[src/rtl/mac_stream_driver.sv]
// mac_stream_driver: host-side initiator for a 4x4-bit MAC accelerator.
// Buffers packed operand pairs in a FIFO, clears the MAC, streams one pair per
// cycle into it, waits out the MAC latency and presents the captured result
// on a valid/ready port.
//
// Ports:
//   clk_i, rst_ni          clock (rising edge), asynchronous active-low reset
//   in_data_i/valid/ready  operand pair input, a=[3:0], b=[7:4]
//   start_i                single-cycle pulse launching a run (IDLE only)
//   mac_a_o/mac_b_o        operands to the MAC
//   mac_en_o/mac_clr_o     accumulate strobe / accumulator clear
//   mac_c_i                MAC accumulated result
//   res_data/valid/ready   captured result handshake
//   busy_o                 high outside IDLE
//   count_o                FIFO occupancy
module mac_stream_driver #(
   parameter int unsigned DEPTH = 8,
   parameter int unsigned LAT   = 1
) (
   input  logic                       clk_i,
   input  logic                       rst_ni,
   input  logic [7:0]                 in_data_i,
   input  logic                       in_valid_i,
   output logic                       in_ready_o,
   input  logic                       start_i,
   output logic [3:0]                 mac_a_o,
   output logic [3:0]                 mac_b_o,
   output logic                       mac_en_o,
   output logic                       mac_clr_o,
   input  logic [7:0]                 mac_c_i,
   output logic [7:0]                 res_data_o,
   output logic                       res_valid_o,
   input  logic                       res_ready_i,
   output logic                       busy_o,
   output logic [$clog2(DEPTH):0]     count_o
);

   localparam int unsigned PW = $clog2(DEPTH);
   localparam int unsigned CW = PW + 1;
   localparam int unsigned LW = 2;
   localparam logic [CW-1:0] CntMax  = CW'(DEPTH);
   localparam logic [LW-1:0] LatLast = LW'(LAT - 1);

   localparam logic [2:0] StIdle  = 3'd0;
   localparam logic [2:0] StClear = 3'd1;
   localparam logic [2:0] StIssue = 3'd2;
   localparam logic [2:0] StDrain = 3'd3;
   localparam logic [2:0] StHold  = 3'd4;

   logic [2:0]    state_q, state_d;
   logic [PW-1:0] wr_ptr_q, wr_ptr_d;
   logic [PW-1:0] rd_ptr_q, rd_ptr_d;
   logic [CW-1:0] count_q, count_d;
   logic [LW-1:0] lat_q, lat_d;
   logic [3:0]    mac_a_q, mac_a_d;
   logic [3:0]    mac_b_q, mac_b_d;
   logic          mac_en_q, mac_en_d;
   logic          mac_clr_q, mac_clr_d;
   logic [7:0]    res_data_q, res_data_d;
   logic          res_valid_q, res_valid_d;
   logic [7:0]    mem_q [DEPTH];

   logic wr_en;
   logic pop;

   assign in_ready_o = (state_q == StIdle) && (count_q < CntMax);
   assign wr_en      = in_valid_i && in_ready_o;
   assign busy_o     = (state_q != StIdle);

   always_comb begin
      state_d     = state_q;
      wr_ptr_d    = wr_ptr_q;
      rd_ptr_d    = rd_ptr_q;
      count_d     = count_q;
      lat_d       = lat_q;
      mac_a_d     = 4'd0;
      mac_b_d     = 4'd0;
      mac_en_d    = 1'b0;
      mac_clr_d   = 1'b0;
      res_data_d  = res_data_q;
      res_valid_d = res_valid_q;
      pop         = 1'b0;

      unique case (state_q)
         StIdle: begin
            // A write in the same cycle as start joins the run.
            if (start_i && ((count_q != '0) || wr_en)) begin
               state_d   = StClear;
               mac_clr_d = 1'b1;
            end
         end
         StClear: begin
            // First pop is issued here so mac_en lines up with ISSUE.
            state_d = StIssue;
            pop     = 1'b1;
         end
         StIssue: begin
            if (count_q != '0) begin
               pop = 1'b1;
            end else begin
               state_d = StDrain;
               lat_d   = '0;
            end
         end
         StDrain: begin
            if (lat_q == LatLast) begin
               res_data_d  = mac_c_i;
               res_valid_d = 1'b1;
               state_d     = StHold;
            end else begin
               lat_d = lat_q + LW'(1);
            end
         end
         StHold: begin
            if (res_ready_i) begin
               res_valid_d = 1'b0;
               state_d     = StIdle;
            end
         end
         default: state_d = StIdle;
      endcase

      if (pop) begin
         mac_a_d  = mem_q[rd_ptr_q][3:0];
         mac_b_d  = mem_q[rd_ptr_q][7:4];
         mac_en_d = 1'b1;
         rd_ptr_d = rd_ptr_q + PW'(1);
         count_d  = count_q - CW'(1);
      end

      // Writes only in IDLE and pops only in CLEAR/ISSUE, so never both.
      if (wr_en) begin
         wr_ptr_d = wr_ptr_q + PW'(1);
         count_d  = count_q + CW'(1);
      end
   end

   always_ff @(posedge clk_i or negedge rst_ni) begin
      if (!rst_ni) begin
         state_q     <= StIdle;
         wr_ptr_q    <= '0;
         rd_ptr_q    <= '0;
         count_q     <= '0;
         lat_q       <= '0;
         mac_a_q     <= 4'd0;
         mac_b_q     <= 4'd0;
         mac_en_q    <= 1'b0;
         mac_clr_q   <= 1'b0;
         res_data_q  <= 8'd0;
         res_valid_q <= 1'b0;
      end else begin
         state_q     <= state_d;
         wr_ptr_q    <= wr_ptr_d;
         rd_ptr_q    <= rd_ptr_d;
         count_q     <= count_d;
         lat_q       <= lat_d;
         mac_a_q     <= mac_a_d;
         mac_b_q     <= mac_b_d;
         mac_en_q    <= mac_en_d;
         mac_clr_q   <= mac_clr_d;
         res_data_q  <= res_data_d;
         res_valid_q <= res_valid_d;
      end
   end

   // Storage needs no reset: count and pointers define what is valid.
   always_ff @(posedge clk_i) begin
      if (wr_en) begin
         mem_q[wr_ptr_q] <= in_data_i;
      end
   end

   assign mac_a_o     = mac_a_q;
   assign mac_b_o     = mac_b_q;
   assign mac_en_o    = mac_en_q;
   assign mac_clr_o   = mac_clr_q;
   assign res_data_o  = res_data_q;
   assign res_valid_o = res_valid_q;
   assign count_o     = count_q;

endmodule
[config.mk]
export PLATFORM = sky130hd
export DESIGN_NAME = mac_stream_driver
export DESIGN_NICKNAME = d
export VERILOG_FILES = /design/src/rtl/mac_stream_driver.sv
export SDC_FILE = /design/constraint.sdc
export NUM_CORES = 1
export LEC_CHECK = 0
export CORE_ASPECT_RATIO = 1.4
export CORE_MARGIN = 5
export CORE_UTILIZATION = 45
export CTS_BUF_LIST = sky130_fd_sc_hd__clkbuf_4
export CTS_CLUSTER_DIAMETER = 150
export DETAILED_ROUTE_END_ITERATION = 10
export PLACE_DENSITY = 0.66
export SETUP_SLACK_MARGIN = 0.5
export SYNTH_ARGS = -nofsm -noshare
export SYNTH_HDL_FRONTEND = slang
export SYNTH_SLANG_ARGS = --single-unit
[constraint.sdc]
create_clock -name clk_i -period 3.65 [get_ports clk_i]
set_input_delay 0.73 -clock clk_i [delete_from_list [all_inputs] [get_ports clk_i]]
set_output_delay 0.73 -clock clk_i [all_outputs]
set_load 0.02 [all_outputs]
# After elaboration in Yosys (flattened, before gate mapping)
# Memories as Yosys holds them, arrays and structs flattened.
# Cells that the tools add are included.
op_classes:
  n_addsub: 5
  magnitude_cmp: 1
  eq_ne: 9
  n_mux: 22
  reduce_logical: 15
ops:
  columns: ["op", "count"]
  rows:
  - ["$mux 4", 4]
  - ["$pmux 3 s5", 1]
  - ["$mux 3", 4]
  - ["$mux 1", 8]
  - ["$ne 2x2->1 const B", 4]
  - ["$add 3x1->3 const B", 2]
  - ["$eq 3x2->1 const B", 2]
  - ["$reduce_and 3->1", 2]
  - ["$reduce_bool 2->1", 3]
  - ["$add 4x1->4 const B", 1]
  - ["$lt 4x4->1 const B", 1]
  - ["$mux 2", 2]
  - ["$pmux 1 s2", 2]
  - ["$pmux 2 s2", 1]
  - ["$reduce_and 4->1", 1]
  - ["$reduce_bool 4->1", 1]
  - ["$sub 4x1->4 const B", 1]
  - ["$eq 3x1->1 const B", 1]
  - ["$eq 3x3->1 const B", 1]
  - ["$logic_and 1x1->1", 3]
  - ["$logic_not 3->1", 1]
  - ["$reduce_bool 3->1", 1]
  - ["$add 2x1->2 const B", 1]
  - ["$logic_not 2->1", 1]
  - ["other kinds (3)", 3]
totals:
  register_bits: 34
  ramBits: 64
  in_bits: 21
  out_inout_bits: 25
  elab_cells: 64
  memories: 1
memory_table:
  columns: ["memory", "depth", "width", "rd", "rd_ports_with_merged_regs", "wr", "line", "source"]
  rows:
  - ["mem_q", 8, 8, 1, 0, 1, "61", "logic [7:0] mem_q [DEPTH];"]

# Depth between registers and ports, before layout
logic_depth:
  word_depth: 7
  mapped_depth: 9
  depth_no_buf: 9

# Worst setup path before layout
# OpenSTA, ideal clock, no wires.
synth_path:
  path_kind: "reg-to-reg"
  startpoint: "register state_q[2]"
  endpoint: "memory mem_q[0][0] (enable)"
  setup_time_ps: 395
  t_arrival_ps: 1870
  required_ps: 3255
  path_slack_ps: 1386
  path_stages_with_launch: 6
  path_buffers: 0
  period_less_slack_ps: 2264
  cell_sequence: "dfrtp_1 nor3_2 inv_2 nor2_4 inv_2 nor4_1"
synth_between:
  elab_chain_cells: 5
synth_lines:
  columns: ["element", "line", "source"]
  rows:
  - ["start: declaration", "50", "logic [2:0] state_q, state_d;"]
  - ["start signal: assignment", "140", "state_q <= StIdle;"]
  - ["start signal: assignment", "152", "state_q <= state_d;"]
  - ["$logic_not 3->1", "66", "assign in_ready_o = (state_q == StIdle) && (count_q < CntMax);"]
  - ["$logic_and 1x1->1", "66", null]
  - ["$logic_and 1x1->1", "67", "assign wr_en = in_valid_i && in_ready_o;"]
  - ["$mux 1", "168", "if (wr_en) begin"]
  - ["$mux 1 (not written as such)", "169", "mem_q[wr_ptr_q] <= in_data_i;"]
  - ["end: declaration", "61", null]
# Every way passes these cells.

# Worst setup path in the final report
layout_path:
  startpoint: "register state_q[0]"
  endpoint: "output port in_ready_o"
layout_between:
  elab_chain_cells: 2
layout_lines:
  columns: ["element", "line", "source"]
  rows:
  - ["$logic_not 3->1", "66", null]
  - ["$logic_and 1x1->1", "66", null]
  - ["end: declaration", "24", "output logic in_ready_o,"]
# Every way passes these cells.

==> results.toml <==
[status]
status = "finished, final reports clean"

[floorplan]
start_util_pct = 46.2
die_h_um = 122
die-area_mm2 = 0.0109
rows = 40
die_w_um = 89.7
core-area_mm2 = 0.00866
io_pins = 46

[timing]
drv_slew = 0
fin_skew_ns = 0.0179
final_min_period_over_clock_period_pct = 75.2
tightestPinTransition_ns = 0.980
fmax_mhz = 365
slew_headroom_pct = 34.6
setup_violations = 0
timing.final.crit_period_ns = 2.74
finalSetupTns_ns = 0
hold_violations = 0
rsz0062_at_grt = "false"

[yosys]
synth_ff_type = "edfxtp_1"
yosys.area.top_type_share_pct = 48.0
yosysWarnings = 0
yosys.area.top_type = "edfxtp_1"
syn_nets = 251
synth_edf_count = 64
syn_area_mm2 = 0.00400
yosysUniqueCellTypes = 38
yosysSeqAreaShare_pct = 69.3
ys_async_sr_fraction_pct = 34.7
synth_cells = 224
ys_seq_elements = 98
syn_avg_cell_area_um2 = 17.9
ys_top_cells_by_area = "edfxtp_1 (48%), dfrtp_1 (21%), mux4_1 (6.6%)"

[routing]
vias = 2066
viasPerCell = 5.32
firstDrtPassIters = 4
wl_per_cell_um = 17.8
drc = 0
ant_nets = 0
drt-initial-drc-count = 133
finalWirelength_um = 6900

[job]
cap_violations = 0

[place]
place.gp.congestion = 0.727
dpl.hpwl_um = 4860
port_buffers = 45
dp_cells = 372

[layout]
fill_cells = 697
syn2layout_area_growth_pct = 16.8
final_cell_mix = "edfxtp_1 (64), clkdlybuf4s50_1 (44), dfrtp_1 (34)"
multiInputGateArea_mm2 = 0.00111
final-seq-area_mm2 = 0.00277
final_common_cell = "edfxtp_1"
antennaDiodeCount = 0
drive_above_1_share_pct = 17.0
layoutNonFillerInstCount = 388
fin_nets = 305

[global_routing]
grt_pass1_vias = 2119
gr-usage-all-layers_pct = 13.7
grt_max_degree = 35
gr-total-overflow = 0
antenna_found_initial = 0
grt_first_pass_wirelength_um = 11500

[worst_setup_path]
cp-start-kind = "register"
critPathKind = "reg -> out"
crit_arrival_ns = 2.01
critical_path_required_ns = 2.92
end_kind = "output port"
crit_fanout = 11

[clock_tree]
clkTransAtPathRegs_ns = 0.15
numCtsBuffers = 9
postCtsHoldBufs = 0
clock_tree.root_cell = "clkbuf_4"
ctsResizeCount = 0
clock_latency_ns = 0.43
clockBufferDepth = 2
post_cts_buffers = 0
clock_sinks = 98
htree_levels = 3
cts_tree = "built"

[power_and_ir_drop]
peakVddDrop_mv = 0.447
p_per_area_mw_per_mm2 = 743
cellLeakagePower_nw = 1.73

[hold_path]
hold_path.class = "in -> async"
## path summary, 6_finish.rpt
check	from	to	slack, ns	depth (start not counted)
min reg2reg	res_data_o[0]	res_data_o[0]	0.52	1
max in group asynchronous	rst_ni	mac_en_o	2.82	1
min in group clk_i	res_data_o[0]	res_data_o[0]	0.52	1
max reg2reg	state_q[0]	mem_q[3][5]	1.40	6
min	rst_ni	lat_q[1]	0.34	1
max	state_q[0]	in_ready_o	0.91	4
## layout make-up
cell class                 count  share of cell area (%)
multi-input combinational    112                    23.8
clock buffer                  10                    1.61
sequential                    98                    59.3
tap                          105                    2.81
inverter                       7                   0.562
timing repair buffer          50                    10.3
clock inverter                 6                    1.61
## registers in the layout (all words and copies together) (netlist names)
| signal | cells |
|---|---|
| rd_ptr_q | 3 |
| state_q | 3 |
| mem_q | 64 |
| mac_clr_o | 1 |
| res_data_o | 8 |
| lat_q | 2 |
| mac_b_o | 4 |
| wr_ptr_q | 3 |
| mac_a_o | 4 |
| res_valid_o | 1 |
| count_o | 4 |
| mac_en_o | 1 |
## per-layer routing
layer / vias up / global-route usage, % / wire (um)
met5: - / 0 / 0
met4: 0 / 7.66 / 155
met3: 11 / 3.03 / 284
met2: 49 / 23.2 / 3640
met1: 1044 / 16.2 / 2810
li1: 962 / - / -
## where the power goes
part           internal (mW)  switching, mW  leakage [nW]
sequential              1.38          0.258         0.993
combinational          0.680          0.568         0.660
clock                  0.226          0.361        0.0791
total                   2.29           1.19          1.73
## worst max-delay path, stage by stage, from the launching register on
cell and delay [ns]:
dfrtp_1 0.53, nor3_2 0.25, inv_2 0.10, nor2_1 0.09
clkdlybuf4s50_1 0.60
## through the flow
step                      utilization, %  hold WS, ns  instance area, um^2  power, mW  setup WS [ns]
after CTS                           54.0        0.329                 4680       3.54          0.851
after floorplan                        -        0.434                 4000       2.55           1.39
after global routing                54.0        0.369                 4680       3.72          0.785
after global placement              52.3        0.486                 4530       2.91          0.969
final                               54.0        0.338                 4680       3.48          0.907
after detailed placement            52.3        0.493                 4530       2.94          0.863
## cell usage after synthesis (all sizes together) (3+ instances only)
cell and count:
edfxtp 64, dfrtp 34, nor2 17, mux4 16, nand2 13, mux2 12, mux2i 9, inv 7
nor3 6, ha 5, buf 4, nand2b 4, o21ai 4, xnor2 4, a21oi 3, a22o 3
clkbuf 3
## cell families (layout without fill, tap and decap cells)
group,after synthesis,in the layout,synth area share [%]
simple gates,50,50,6.44
mux,37,37,15.7
compound gates,13,13,2.34
xor+xnor,6,6,1.31
buf+inv,14,73,2.91
flops,98,98,69.3
fa+ha+maj,6,6,2.06
No activity file was read; power rests on OpenSTA's default activity.
